### config.mk
export PLATFORM = sky130hd
export DESIGN_NAME = sem_mem_return_connector
export DESIGN_NICKNAME = d
export VERILOG_FILES = /design/src/rtl/sem_mem_return_connector.sv
export SDC_FILE = /design/constraint.sdc
export NUM_CORES = 1
export LEC_CHECK = 0
export ABC_CLOCK_PERIOD_IN_PS = 1800
export CORE_AREA = 2 2 39 41
export CTS_CLUSTER_DIAMETER = 60
export DETAILED_ROUTE_END_ITERATION = 8
export DIE_AREA = 0 0 41 43
export DONT_BUFFER_PORTS = 1
export PLACE_DENSITY = 0.66
export SLEW_MARGIN = 20
export SYNTH_ARGS = -nofsm -noshare
export SYNTH_HDL_FRONTEND = slang
export SYNTH_SLANG_ARGS = --single-unit
### constraint.sdc
create_clock -name clk_s -period 1.8 [get_ports clk_s]
set_input_delay 0.09 -clock clk_s [delete_from_list [all_inputs] [get_ports clk_s]]
set_output_delay 0.09 -clock clk_s [all_outputs]
set_load 0.01 [all_outputs]
### src/rtl/sem_mem_return_connector.sv
// ---------------------------------------------------------------------------
// sem_mem_return_connector
//
// Return-path mailbox between two semaphore instances. Semaphore B produces
// words over a valid/ready handshake. Semaphore A drains them through a
// has-data/read poll interface. Words are buffered in a DEPTH-entry circular
// FIFO, so B is only stalled when every slot is occupied.
//
// Parameters
//   DEPTH  FIFO entries (>= 2, need not be a power of two)
//   WIDTH  payload bits per word
//
// Ports
//   clk_s                in   single clock, rising edge
//   rst_s                in   synchronous active-high reset
//   sema_valid_o_s_B     in   B offers a word this cycle
//   sema_data_o_s_B      in   B payload, sampled only on accept
//   sema_ready_i_s_B     out  connector can accept (FIFO not full)
//   sema_has_data_i_s_A  out  at least one word stored for A
//   sema_data_i_s_A      out  head-of-FIFO word (show-ahead)
//   sema_read_o_s_A      in   A pops the head word this cycle
//   sema_level_s         out  number of stored words
//   sema_underflow_s     out  sticky: A read while the FIFO was empty
// ---------------------------------------------------------------------------
module sem_mem_return_connector #(
  parameter int DEPTH = 4,
  parameter int WIDTH = 1
) (
  input  logic                           clk_s,
  input  logic                           rst_s,
  input  logic                           sema_valid_o_s_B,
  input  logic [WIDTH-1:0]               sema_data_o_s_B,
  output logic                           sema_ready_i_s_B,
  output logic                           sema_has_data_i_s_A,
  output logic [WIDTH-1:0]               sema_data_i_s_A,
  input  logic                           sema_read_o_s_A,
  output logic [$clog2(DEPTH+1)-1:0]     sema_level_s,
  output logic                           sema_underflow_s
);

  localparam int PTR_W = (DEPTH > 1) ? $clog2(DEPTH) : 1;
  localparam int CNT_W = $clog2(DEPTH + 1);

  localparam logic [PTR_W-1:0] LAST_PTR = PTR_W'(DEPTH - 1);
  localparam logic [CNT_W-1:0] FULL_CNT = CNT_W'(DEPTH);

  logic [WIDTH-1:0] mem_q [DEPTH];
  logic [PTR_W-1:0] wr_ptr_q, wr_ptr_d;
  logic [PTR_W-1:0] rd_ptr_q, rd_ptr_d;
  logic [CNT_W-1:0] count_q,  count_d;
  logic             underflow_q, underflow_d;

  logic push;
  logic pop;

  // Outputs decode registered state only, so there is no valid->ready path
  // and no combinational B->A bypass.
  assign sema_ready_i_s_B    = (count_q != FULL_CNT);
  assign sema_has_data_i_s_A = (count_q != '0);
  assign sema_data_i_s_A     = mem_q[rd_ptr_q];
  assign sema_level_s        = count_q;
  assign sema_underflow_s    = underflow_q;

  assign push = sema_valid_o_s_B & sema_ready_i_s_B;
  assign pop  = sema_read_o_s_A  & sema_has_data_i_s_A;

  // Pointers wrap by explicit compare because DEPTH need not be 2^n.
  function automatic logic [PTR_W-1:0] next_ptr(input logic [PTR_W-1:0] p);
    return (p == LAST_PTR) ? '0 : p + PTR_W'(1);
  endfunction

  always_comb begin
    // NOTE: every variable gets a default first so no path leaves it unassigned, which would infer a latch.
    wr_ptr_d    = wr_ptr_q;
    rd_ptr_d    = rd_ptr_q;
    count_d     = count_q;
    underflow_d = underflow_q;

    if (push) wr_ptr_d = next_ptr(wr_ptr_q);
    if (pop)  rd_ptr_d = next_ptr(rd_ptr_q);

    // Push and pop together leave the occupancy unchanged.
    if (push && !pop)      count_d = count_q + CNT_W'(1);
    else if (pop && !push) count_d = count_q - CNT_W'(1);

    // A read against an empty FIFO is flagged even if a push lands this cycle.
    if (sema_read_o_s_A && !sema_has_data_i_s_A) underflow_d = 1'b1;
  end

  always_ff @(posedge clk_s) begin
    // NOTE: sequential state uses non-blocking assignments so every register samples pre-edge values.
    if (rst_s) begin
      wr_ptr_q    <= '0;
      rd_ptr_q    <= '0;
      count_q     <= '0;
      underflow_q <= 1'b0;
      // NOTE: storage is cleared too, so the show-ahead data output reads 0 after reset.
      for (int i = 0; i < DEPTH; i++) mem_q[i] <= '0;
    end else begin
      wr_ptr_q    <= wr_ptr_d;
      rd_ptr_q    <= rd_ptr_d;
      count_q     <= count_d;
      underflow_q <= underflow_d;
      if (push) mem_q[wr_ptr_q] <= sema_data_o_s_B;
    end
  end

endmodule

* Word level (Yosys, flattened, before mapping)
Memories as Yosys holds them, arrays and structs flattened. A register that Yosys moved wholly into a read port is not among the register bits.
Cells that the tools add are included.
** Storage, ports and cells
- Memory bits (writable) :: 4
- Output and inout bits :: 7
- Memories :: 1
- Flip-flop bits (word level) :: 8
** Cells by class
- Reductions and logical operators :: 9
- Multiplexer cells :: 14
- Bitwise operators :: 2
- Add/subtract/negate cells :: 4
- Equal/unequal tests :: 3
** Memory list
- mem_q :: words 4, width 1, rd ports 1, clocked after Yosys merged registers in 1, wr ports 4, RTL line 47 : logic [WIDTH-1:0] mem_q [DEPTH];
** Operators with widths (number)
- 2-to-1 mux 2 bit :: 5
- 2-to-1 mux 1 bit :: 7
- 2-to-1 mux 3 bit :: 2
- adder 2 x 1 -> 2 bit (second input constant) :: 2
- == test 2 bit (second input constant) :: 2
- adder 3 x 1 -> 3 bit (second input constant) :: 1
- logical AND 1 bit :: 3
- zero test 1 bit :: 3
- inequality test 3 bit (second input constant) :: 1
- nonzero test 3 bit :: 1
- subtractor 3 x 1 -> 3 bit (second input constant) :: 1
- AND 1 bit :: 2
- nonzero test 2 bit :: 1
- OR reduction 1 bit :: 1

* Depth between registers and ports, before layout
Gate-level depths: netlist of the first run.
- Depth after elaboration :: 7
- Mapped depth :: 10

* Worst setup path before layout of the first run
Ideal clock, no wire load.
- Kind :: reg-to-reg
- Start :: register count_q[0], in the netlist sema_level_s[0]
- End :: register count_q[2], in the netlist sema_level_s[2]
- Library setup time :: 0.070 ns
- Stages on the path, launching flop included :: 11
- Path buffers :: 0
- Slack :: -0.362 ns
- Arrival :: 2.092 ns
- Cells stage by stage :: dfxtp_1 -> nor3b_2 -> inv_1 -> nand2_1 -> inv_1 -> ha_1 -> inv_1 -> fa_1 -> xor2_1 -> or3_1 -> a21oi_1
** Between the ends
- Longest elaborated chain between the ends :: 5
- Elaborated cells on any way between the ends :: 13
- Classes of those cells :: add/sub: 2; eq/ne: 1; mux: 2; bitwise: 2; reduce/logical: 6
** Ends and longest elaborated chain
- from (decl) :: RTL line 50 : logic [CNT_W-1:0] count_q, count_d;
- from (signal assigned) :: RTL line 102 : count_q <= count_d;
- inequality test 3 bit * :: RTL line 58 : assign sema_ready_i_s_B = (count_q != FULL_CNT);
- named net sema_ready_i_s_B :: RTL line 33 : output logic sema_ready_i_s_B,
- AND 1 bit * :: RTL line 64 : assign push = sema_valid_o_s_B & sema_ready_i_s_B;
- named net push :: RTL line 53 : logic push;
- zero test 1 bit :: RTL line 84 : else if (pop && !push) count_d = count_q - CNT_W'(1);
- logical AND 1 bit :: RTL line 84
- nonzero test 2 bit (no source line)
The timed path passes the listed nets; every way through them passes the cells marked *. The select of a mux whose other input is x is not followed.
A chain may end at the register's enable or synchronous reset.

* Worst setup path in the final report of the first run
- Start :: register count_q[0], in the netlist sema_level_s[0]
- End :: register count_q[2], in the netlist sema_level_s[2]
** Between the ends
- Longest elaborated chain between the ends :: 5
- Elaborated cells on any way between the ends :: 13
- Classes of those cells :: add/sub: 2; eq/ne: 1; mux: 2; bitwise: 2; reduce/logical: 6
** Ends and longest elaborated chain
- branches (longest 5 deep; another with subtractor 3 x 1 -> 3 bit)
Several ways; the timed one is not identified. The select of a mux whose other input is x is not followed.

==> results.yml, run 1 <==
status:
  status: "complete, but fails checks"
  violations: "hold timing, setup timing"
critical_path:
  path_cells: "o31ai_4 -> ha_4 -> inv_2 -> fa_2 -> xor2_1 -> or3_1 -> a21oi_2"
  reg2reg_setup_slack_ps: -60
  max_stage_delay_ps: 370
  startpoint_type: "flip-flop"
  reg2reg_from: "sema_level_s[0]"
  worst-setup-path-type: "flip-flop to flip-flop"
  cp_data_required_time_ps: 2000
  cp_max_fo: 3
  reg2reg_depth: 7
  r2r_end: "sema_level_s[2]"
  critPathArrivalTime_ps: 2050
  slowest_stage: "dfxtp_4"
  cp-end-kind: "flip-flop"
clock_tree:
  insertion_delay_ps: 270
  cts_buffer_depth: 2
  cts_max_level: 1
  path_clk_slew_ps: 80
  clockRootBuffer: "clkbuf_4"
  numCtsBuffers: 3
  cts_sinks: 14
  hold_buffers: 5
  cts_tree: "yes"
finish:
  drive_above_1_share_pct: 35.0
  antenna_cells: 0
  nets: 90
  stdcell_area_um2: 858
  area_delta_synth_final_pct: 31.7
die:
  ios: 12
  chipWidth_um: 41
  rows: 14
  dieArea_um2: 1760
  start_util_pct: 47.1
  die_h_um: 43
  core_um2: 1380
global_route:
  grt_pass1_vias: 496
  antenna_found_initial: 0
  grtUsageTotal_pct: 15.9
  grt_pass1_wl_um: 1900
  grt_max_degree: 10
  grt-ovfl-total: 0
yosys:
  synthCells: 63
  ys_types: 22
  ys_seq_elements: 14
  seq_area_frac_synth_pct: 49.1
  yosysWarnings: 0
  avgSynthCellArea_um2: 10.3
  syn_area_um2: 652
  syn_nets: 72
routing:
  post-route-drc-count: 0
  drt-total-wl_um: 1200
  via_per_inst: 5.28
  wl_per_cell_um: 12.5
  vias: 507
  dr.pass1.iters: 2
  antenna_left: 0
  dr.first_iter.drc_count: 8
sta:
  setup_viol: 2
  finalCriticalPeriod_ps: 1860
  worst_pin_slew_ps: 257
  slew_violations: 0
  setup_ws_ps: -56.6
  hold_viol: 4
  max_freq_mhz: 539
  max-slew-margin-rel_pct: 82.7
  finClkSkew_ps: 10.6
  rsz0062_at_grt: "true"
  post-route-period-util_pct: 103
  holdWs_ps: -132
placed_design:
  postPlaceCellArea_um2: 753
  hpwl_um: 808
  preCtsSetupSlack_ps: -69.1
  place_congestion: 0.720
  port_buffers: 0
hold_path:
  min_from: "rst_s"
  min_path_type: "primary input to flip-flop"
  hold_path_end: "sema_level_s[1]"
  hold_depth: 1
pwr:
  p_leak_nw: 0.369
  peakVddDrop_v: 0.000917
  p_per_area_nw_per_um2: 1580
job:
  drv_cap: 0
[worst max path at each step]
stage / startpoint / to / slack (ps)
3_3_place_gp: sema_level_s[2] / sema_level_s[2] / -40
2_1_floorplan: sema_level_s[2] / sema_level_s[2] / -60
6_report: sema_level_s[0] / sema_level_s[2] / -60
5_1_grt: sema_level_s[2] / sema_level_s[2] / -140
3_5_place_dp: sema_level_s[2] / sema_level_s[2] / -70
4_1_cts: sema_level_s[2] / sema_level_s[2] / -70
[synth_stat cells]
| master | instances | share of area (%) |
|---|---|---|
| mux4_2 | 1 | 3.5 |
| nand2b_1 | 2 | 1.9 |
| o31ai_4 | 1 | 3.3 |
| clkbuf_1 | 1 | 0.58 |
| fa_1 | 1 | 3.1 |
| edfxtp_1 | 4 | 18 |
| nor3_1 | 2 | 1.5 |
| xor2_1 | 2 | 2.7 |
| nand3_1 | 1 | 0.77 |
| nand4_1 | 1 | 0.96 |
| dfxtp_1 | 10 | 31 |
| a21oi_1 | 5 | 3.8 |
| o31ai_1 | 1 | 1.2 |
| or4_1 | 1 | 1.2 |
| mux2i_1 | 2 | 3.1 |
| nand2_1 | 3 | 1.7 |
| nor3b_2 | 1 | 1.9 |
| ha_1 | 3 | 5.8 |
| inv_1 | 7 | 4.0 |
| or3_1 | 2 | 1.9 |
| nor2_1 | 6 | 3.5 |
| o21ai_0 | 6 | 4.6 |
[where the power goes]
part | switching, mW | total (mW) | internal [mW] | leakage [nW]
logic | 0.312 | 0.667 | 0.355 | 0.227
clock network | 0.0906 | 0.176 | 0.0856 | 0.0150
registers | 0.0826 | 0.509 | 0.426 | 0.127
total | 0.485 | 1.35 | 0.867 | 0.369
[layout by cell type, fill, tap and decap left out, types with 2 or more instances in the layout]
| master | instances |
|---|---|
| buf_4 | 10 |
| o21ai_0 | 6 |
| nor2_1 | 6 |
| dfxtp_1 | 5 |
| inv_1 | 4 |
| a21oi_1 | 4 |
| dlygate4sd3_1 | 4 |
| edfxtp_1 | 4 |
| clkbuf_4 | 3 |
| dfxtp_4 | 3 |
| inv_2 | 2 |
| nand2b_1 | 2 |
| nand2_1 | 2 |
| nor3_1 | 2 |
| or3_1 | 2 |
| mux2i_1 | 2 |
| xor2_1 | 2 |
| ha_1 | 2 |
| dfxtp_2 | 2 |
[stage by stage]
step                hold slack, ps  setup TNS, ps  total power, mW  utilization [%]  instances
floorplan                      231          -64.5            0.903                -         63
global placement               152          -36.3             1.07             54.4         85
detailed placement             153          -69.1             1.09             54.4         85
CTS                           -135          -67.7             1.32             60.8         95
global route                  -144           -214             1.45             62.0         96
finish                        -132          -68.3             1.35             62.0         96
[worst max-delay path, delay by kind of cell, from the launching register on]
kind                       cells  cell delay [ps]
adders and majority gates      2              500
AOI/OAI and AO/OA              2              400
DFF                            1              370
and+or+nand+nor                1              320
xor gates and xnor gates       1              160
buffers and inverters          1               30
[layout make-up]
cell class | count | area [um2]
Clock buffer | 4 | 26.3
Fill cell | 120 | 526
Inverter | 7 | 28.8
Multi-Input combinational cell | 41 | 334
Sequential cell | 14 | 334
Tap cell | 16 | 20.0
Timing Repair Buffer | 14 | 115
[kinds of logic (layout without fill, tap and decap cells)]
| logic type | after synthesis | in the layout | synth area share, % |
|---|---|---|---|
| compound gates | 13 | 13 | 12.9 |
| xor+xnor | 2 | 2 | 2.69 |
| fa+ha+maj | 4 | 4 | 8.83 |
| buf+inv | 8 | 25 | 4.61 |
| flops | 14 | 14 | 49.1 |
| mux | 3 | 3 | 6.53 |
| simple gates | 19 | 19 | 15.4 |
[metal layers]
metal | wire length (um) | global-route usage, %
met3 | 35 | 3.66
met5 | 0 | 0
met4 | 17 | 8.00
met1 | 470 | 17.2
met2 | 681 | 26.9
[timing repair]
| item | in CTS | in global routing |
|---|---|---|
| setup buffers | 1 | 2 |
| endpoints found under the setup margin | 1 | 4 |
| resized for setup | 2 | 5 |
| hold endpoints to repair | 10 | 4 |
| pin swaps | 0 | 2 |
No activity file was read; power rests on OpenSTA's default activity.
==> run 2: changes to the inputs <==
--- a/config.mk
+++ b/config.mk
@@ -8,5 +8,5 @@
 export ABC_CLOCK_PERIOD_IN_PS = 1800
 export CORE_AREA = 2 2 39 41
-export CTS_CLUSTER_DIAMETER = 60
+export CTS_CLUSTER_DIAMETER = 100
 export DETAILED_ROUTE_END_ITERATION = 8
 export DIE_AREA = 0 0 41 43
==> constraint.sdc (replaced) <==
create_clock -name clk_s -period 1.8 [get_ports clk_s]
set_input_delay 0.36 -clock clk_s [delete_from_list [all_inputs] [get_ports clk_s]]
set_output_delay 0.36 -clock clk_s [all_outputs]
set_load 0.01 [all_outputs]
==> results.yml, run 2 (synthesized netlist as in run 1, its figures left out) <==
clock_tree:
  cts_sinks: 14
  numCtsBuffers: 3
  cts_buffer_depth: 2
  cts_max_level: 1
  clockRootBuffer: "clkbuf_4"
  insertion_delay_ps: 270
  path_clk_slew_ps: 90
  hold_buffers: 0
  cts_tree: "yes"
finish:
  antenna_cells: 0
  drive_above_1_share_pct: 34.2
  area_delta_synth_final_pct: 25.1
  final_cell_mix: "10 x buf_4, 7 x dfxtp_1, 6 x o21ai_0, 6 x nor2_1"
  nets: 86
  final_common_cell: "buf_4"
routing:
  vias: 478
  dr.pass1.iters: 2
  wl_per_cell_um: 11.8
  dr.first_iter.drc_count: 5
  drt-total-wl_um: 1090
  post-route-drc-count: 0
  via_per_inst: 5.20
  antenna_left: 0
critical_path:
  startpoint_type: "flip-flop"
  cp_max_fo: 4
  critPathArrivalTime_ps: 2060
  reg2reg_setup_slack_ps: -60
  worst-setup-path-type: "flip-flop to flip-flop"
  cp_data_required_time_ps: 2000
  path_cells: "nor3b_4 -> inv_2 -> nand2_4 -> inv_4 -> ha_4 -> inv_2 -> fa_2 -> xor2_1 -> or3_1 -> a21oi_2"
  cpMostUsedCell: "inv_2"
  slowest_stage: "dfxtp_4"
  cp-end-kind: "flip-flop"
  max_stage_delay_ps: 360
die:
  rows: 14
  ios: 12
  start_util_pct: 47.1
  dieArea_um2: 1760
  chipWidth_um: 41
  core_um2: 1380
  die_h_um: 43
global_route:
  antenna_found_initial: 0
  grt-ovfl-total: 0
  grt_max_degree: 10
  grtUsageTotal_pct: 14.8
  grt_pass1_vias: 467
  grt_pass1_wl_um: 1790
placed_design:
  port_buffers: 0
  preCtsSetupSlack_ps: -69.1
  place_congestion: 0.720
  hpwl_um: 808
status:
  violations: "setup timing"
  status: "complete, but fails checks"
hold_path:
  min_path_type: "primary input to flip-flop"
sta:
  tns_ps: -60.2
  rsz0062_at_grt: "true"
  setup_ws_ps: -60.2
  max_freq_mhz: 538
  hold_viol: 0
  finalCriticalPeriod_ps: 1860
  slew_violations: 0
  post-route-period-util_pct: 103
  finClkSkew_ps: 12.4
  worst_pin_slew_ps: 258
  setup_viol: 1
  max-slew-margin-rel_pct: 82.7
pwr:
  p_per_area_nw_per_um2: 1610
  peakVddDrop_v: 0.000864
  p_leak_nw: 0.344
job:
  drv_cap: 0
-- run 2: critical path: cells and delay by family, from the launching register on --
kind                     cells  cell delay, ps
AND/OR/NAND/NOR              3             550
adder cells (fa/ha/maj)      2             450
flip-flops                   1             360
buffers and inverters        3             170
XOR/XNOR                     1             160
AO/OA/AOI/OAI                1             110
-- run 2: final cells by class --
| type | count | area [um2] |
|---|---|---|
| fill | 126 | 568 |
| timing repair buffer | 10 | 75.1 |
| tap | 16 | 20.0 |
| clock buffer | 4 | 26.3 |
| sequential | 14 | 332 |
| inverter | 7 | 28.8 |
| multi-input combinational | 41 | 334 |
-- run 2: timing repair --
| action | 4_1_cts | 5_1_grt |
|---|---|---|
| pin swaps | 0 | 2 |
| setup buffers | 1 | 2 |
| gates resized for setup | 2 | 3 |
| setup endpoints to repair | 1 | 2 |
| gates cloned | 0 | 0 |
-- run 2: power breakdown --
group / internal (mW) / switching, mW
Combinational: 0.328 / 0.301
Clock: 0.0856 / 0.0920
Sequential: 0.424 / 0.0821
Total: 0.837 / 0.475
-- run 2: routing by layer --
metal / vias to the layer above / track usage (%) / part of all wire, %
met5: - / 0 / 0
met3: 2 / 3.66 / 2.9
met2: 5 / 23.8 / 54
li1: 246 / - / -
met1: 225 / 16.8 / 41
met4: 0 / 8.00 / 1.6
-- run 2: path summary, 6_finish.rpt --
kind,cells after the start,start,to
setup / recovery,10,sema_level_s[2],sema_level_s[2]
hold / removal,1,rst_s,sema_level_s[1]
setup reg to reg,10,sema_level_s[2],sema_level_s[2]
hold reg to reg,2,rd_ptr_q[0],rd_ptr_q[0]
-- run 2: through the flow --
| step | instance area [um2] | utilization (%) | cells | power [mW] | hold WS [ps] |
|---|---|---|---|---|---|
| 2_1_floorplan | 684 | - | 63 | 0.903 | 463 |
| 3_5_place_dp | 753 | 54.4 | 85 | 1.09 | 423 |
| 4_1_cts | 792 | 57.2 | 90 | 1.28 | 135 |
| 5_1_grt | 816 | 59.0 | 92 | 1.41 | 125 |
| 3_3_place_gp | 753 | 54.4 | 85 | 1.07 | 422 |
| 6_report | 816 | 59.0 | 92 | 1.31 | 136 |
==> run 3: changes to the inputs <==
Settings changed: BUFFER_PORTS_ARGS set to -buffer_cell sky130_fd_sc_hd__buf_2, CORE_AREA 2 2 39 41 to unset, CORE_MARGIN set to 1, CORE_UTILIZATION set to 46, DIE_AREA 0 0 41 43 to unset, DONT_BUFFER_PORTS 1 to unset, GPL_TIMING_DRIVEN set to 0, PLACE_DENSITY 0.66 to 0.71.
==> results.yml, run 3 (synthesized netlist as in run 1, its figures left out) <==
sta:
  worst_pin_slew_ps: 396
  max-slew-margin-rel_pct: 73.6
  finalCriticalPeriod_ps: 1850
  post-route-period-util_pct: 103
  slew_violations: 0
  setup_ws_ps: -50.7
  tns_ps: -50.7
  rsz0062_at_grt: "true"
  finClkSkew_ps: 3.19
  max_freq_mhz: 540
  hold_viol: 0
  setup_viol: 1
status:
  status: "complete, but fails checks"
  violations: "setup timing"
routing:
  drt-total-wl_um: 1120
  dr.pass1.iters: 4
  antenna_left: 0
  wl_per_cell_um: 11.2
  via_per_inst: 5.21
  post-route-drc-count: 0
  dr.first_iter.drc_count: 2
  vias: 521
global_route:
  antenna_found_initial: 0
  grtUsageTotal_pct: 17.0
  grt_pass1_wl_um: 1770
  grt_max_degree: 10
  grt-ovfl-total: 0
  grt_pass1_vias: 435
finish:
  regArea_um2: 332
  multi_input_area_um2: 330
  area_delta_synth_final_pct: 30.3
  antenna_cells: 0
  nFillCells: 107
  final_cell_mix: "10 x buf_2, 8 x buf_4, 7 x dfxtp_1"
  stdcell_area_um2: 850
  postLayoutCoreUtil_pct: 64.5
  drive_above_1_share_pct: 38.8
  nets: 95
  final_common_cell: "buf_2"
  final_cells: 100
critical_path:
  cp-end-kind: "flip-flop"
  crit_buf_inv: 3
  reg2reg_from: "sema_level_s[2]"
  startpoint_type: "flip-flop"
  reg2reg_depth: 10
  worst-setup-path-type: "flip-flop to flip-flop"
  cp_data_required_time_ps: 2000
  critPathArrivalTime_ps: 2050
  max_stage_delay_ps: 370
  cpMostUsedCell: "inv_2"
  path_cells: "nor3b_4 -> inv_2 -> nand2_4 -> inv_4 -> ha_4 -> inv_2 -> fa_2 -> xor2_1 -> or3_1 -> a21oi_1"
  slowest_stage: "dfxtp_4"
  cp_max_fo: 4
  cp_top_family: "simple AND/OR/NAND/NOR gates"
  r2r_end: "sema_level_s[2]"
  reg2reg_setup_slack_ps: -50
die:
  chipWidth_um: 39.6
  start_util_pct: 49.5
  die_h_um: 39.6
  rows: 13
  core_um2: 1320
  dieArea_um2: 1570
  ios: 12
pwr:
  peakVddDrop_v: 0.000976
  p_per_area_nw_per_um2: 1560
  totalPowerFinal_mw: 1.33
  p_leak_nw: 0.379
clock_tree:
  cts_tree: "yes"
  path_clk_slew_ps: 80
  clockRootBuffer: "clkbuf_4"
  cts_buffer_depth: 2
  cts_max_level: 1
  insertion_delay_ps: 270
  cts_sinks: 14
  numCtsBuffers: 3
hold_path:
  hold_depth: 3
  hold_path_end: "sema_underflow_s"
  min_path_type: "primary input to flip-flop"
  min_from: "sema_read_o_s_A"
placed_design:
  postPlaceCellArea_um2: 753
  port_buffers: 10
  place_inst: 88
  hpwl_um: 792
  place_congestion: 0.635
job:
  drv_cap: 0
==> run 3: cell count changes in the layout (fill, tap and decap cells not counted) <==
cell,previous run,this run
clkbuf_1,1,2
buf_4,10,8
buf_2,0,10
a21oi_2,1,0
a21oi_1,4,5
==> run 3: worst min-delay path, cell delays in order <==
cell and delay, ps:
buf_2 110, a21oi_1 60, nor2_1 80
==> run 3: cell type report <==
type	count	share of cell area, %
repair buffers	18	13.0
inverters	7	3.39
multi-input cells	41	38.9
flip-flops and latches	14	39.0
plain buffers	1	0.442
clock buffers	4	3.09
well taps	15	2.21
==> run 3: metrics by stage <==
stage / hold slack (ps) / setup slack [ps]
finish: 378 / -50.7
detailed placement: 474 / -155
floorplan: 463 / -64.5
global placement: 443 / -123
global route: 381 / -152
CTS: 364 / -97.8
==> run 3: repair_timing <==
action | CTS | global route
hold buffers | 0 | 0
endpoints found under the hold margin | 0 | 0
endpoints found under the setup margin | 2 | 2
pin swaps | 2 | 1
gates resized for setup | 2 | 2
buffers inserted | 4 | 4
==> run 3: per-layer routing <==
metal	global-route usage, %	routed length (um)
met2	27.5	561
met3	5.11	38
met1	21.6	511
met4	5.17	12
met5	0	0
==> run 3: how the worst max path moves through the flow <==
stage	cells past startpoint	from	to
after global placement	7	sema_level_s[0]	sema_level_s[2]
after detailed placement	7	sema_level_s[0]	sema_level_s[2]
after floorplan	10	sema_level_s[2]	sema_level_s[2]
after CTS	10	sema_level_s[2]	sema_level_s[2]
final	10	sema_level_s[2]	sema_level_s[2]
after global routing	10	sema_level_s[2]	sema_level_s[2]
==> run 3: power breakdown <==
part,switching [mW],internal [mW],total [mW]
Sequential,0.107,0.425,0.531
Clock,0.0952,0.0856,0.181
Combinational,0.277,0.337,0.615
Total,0.479,0.848,1.33
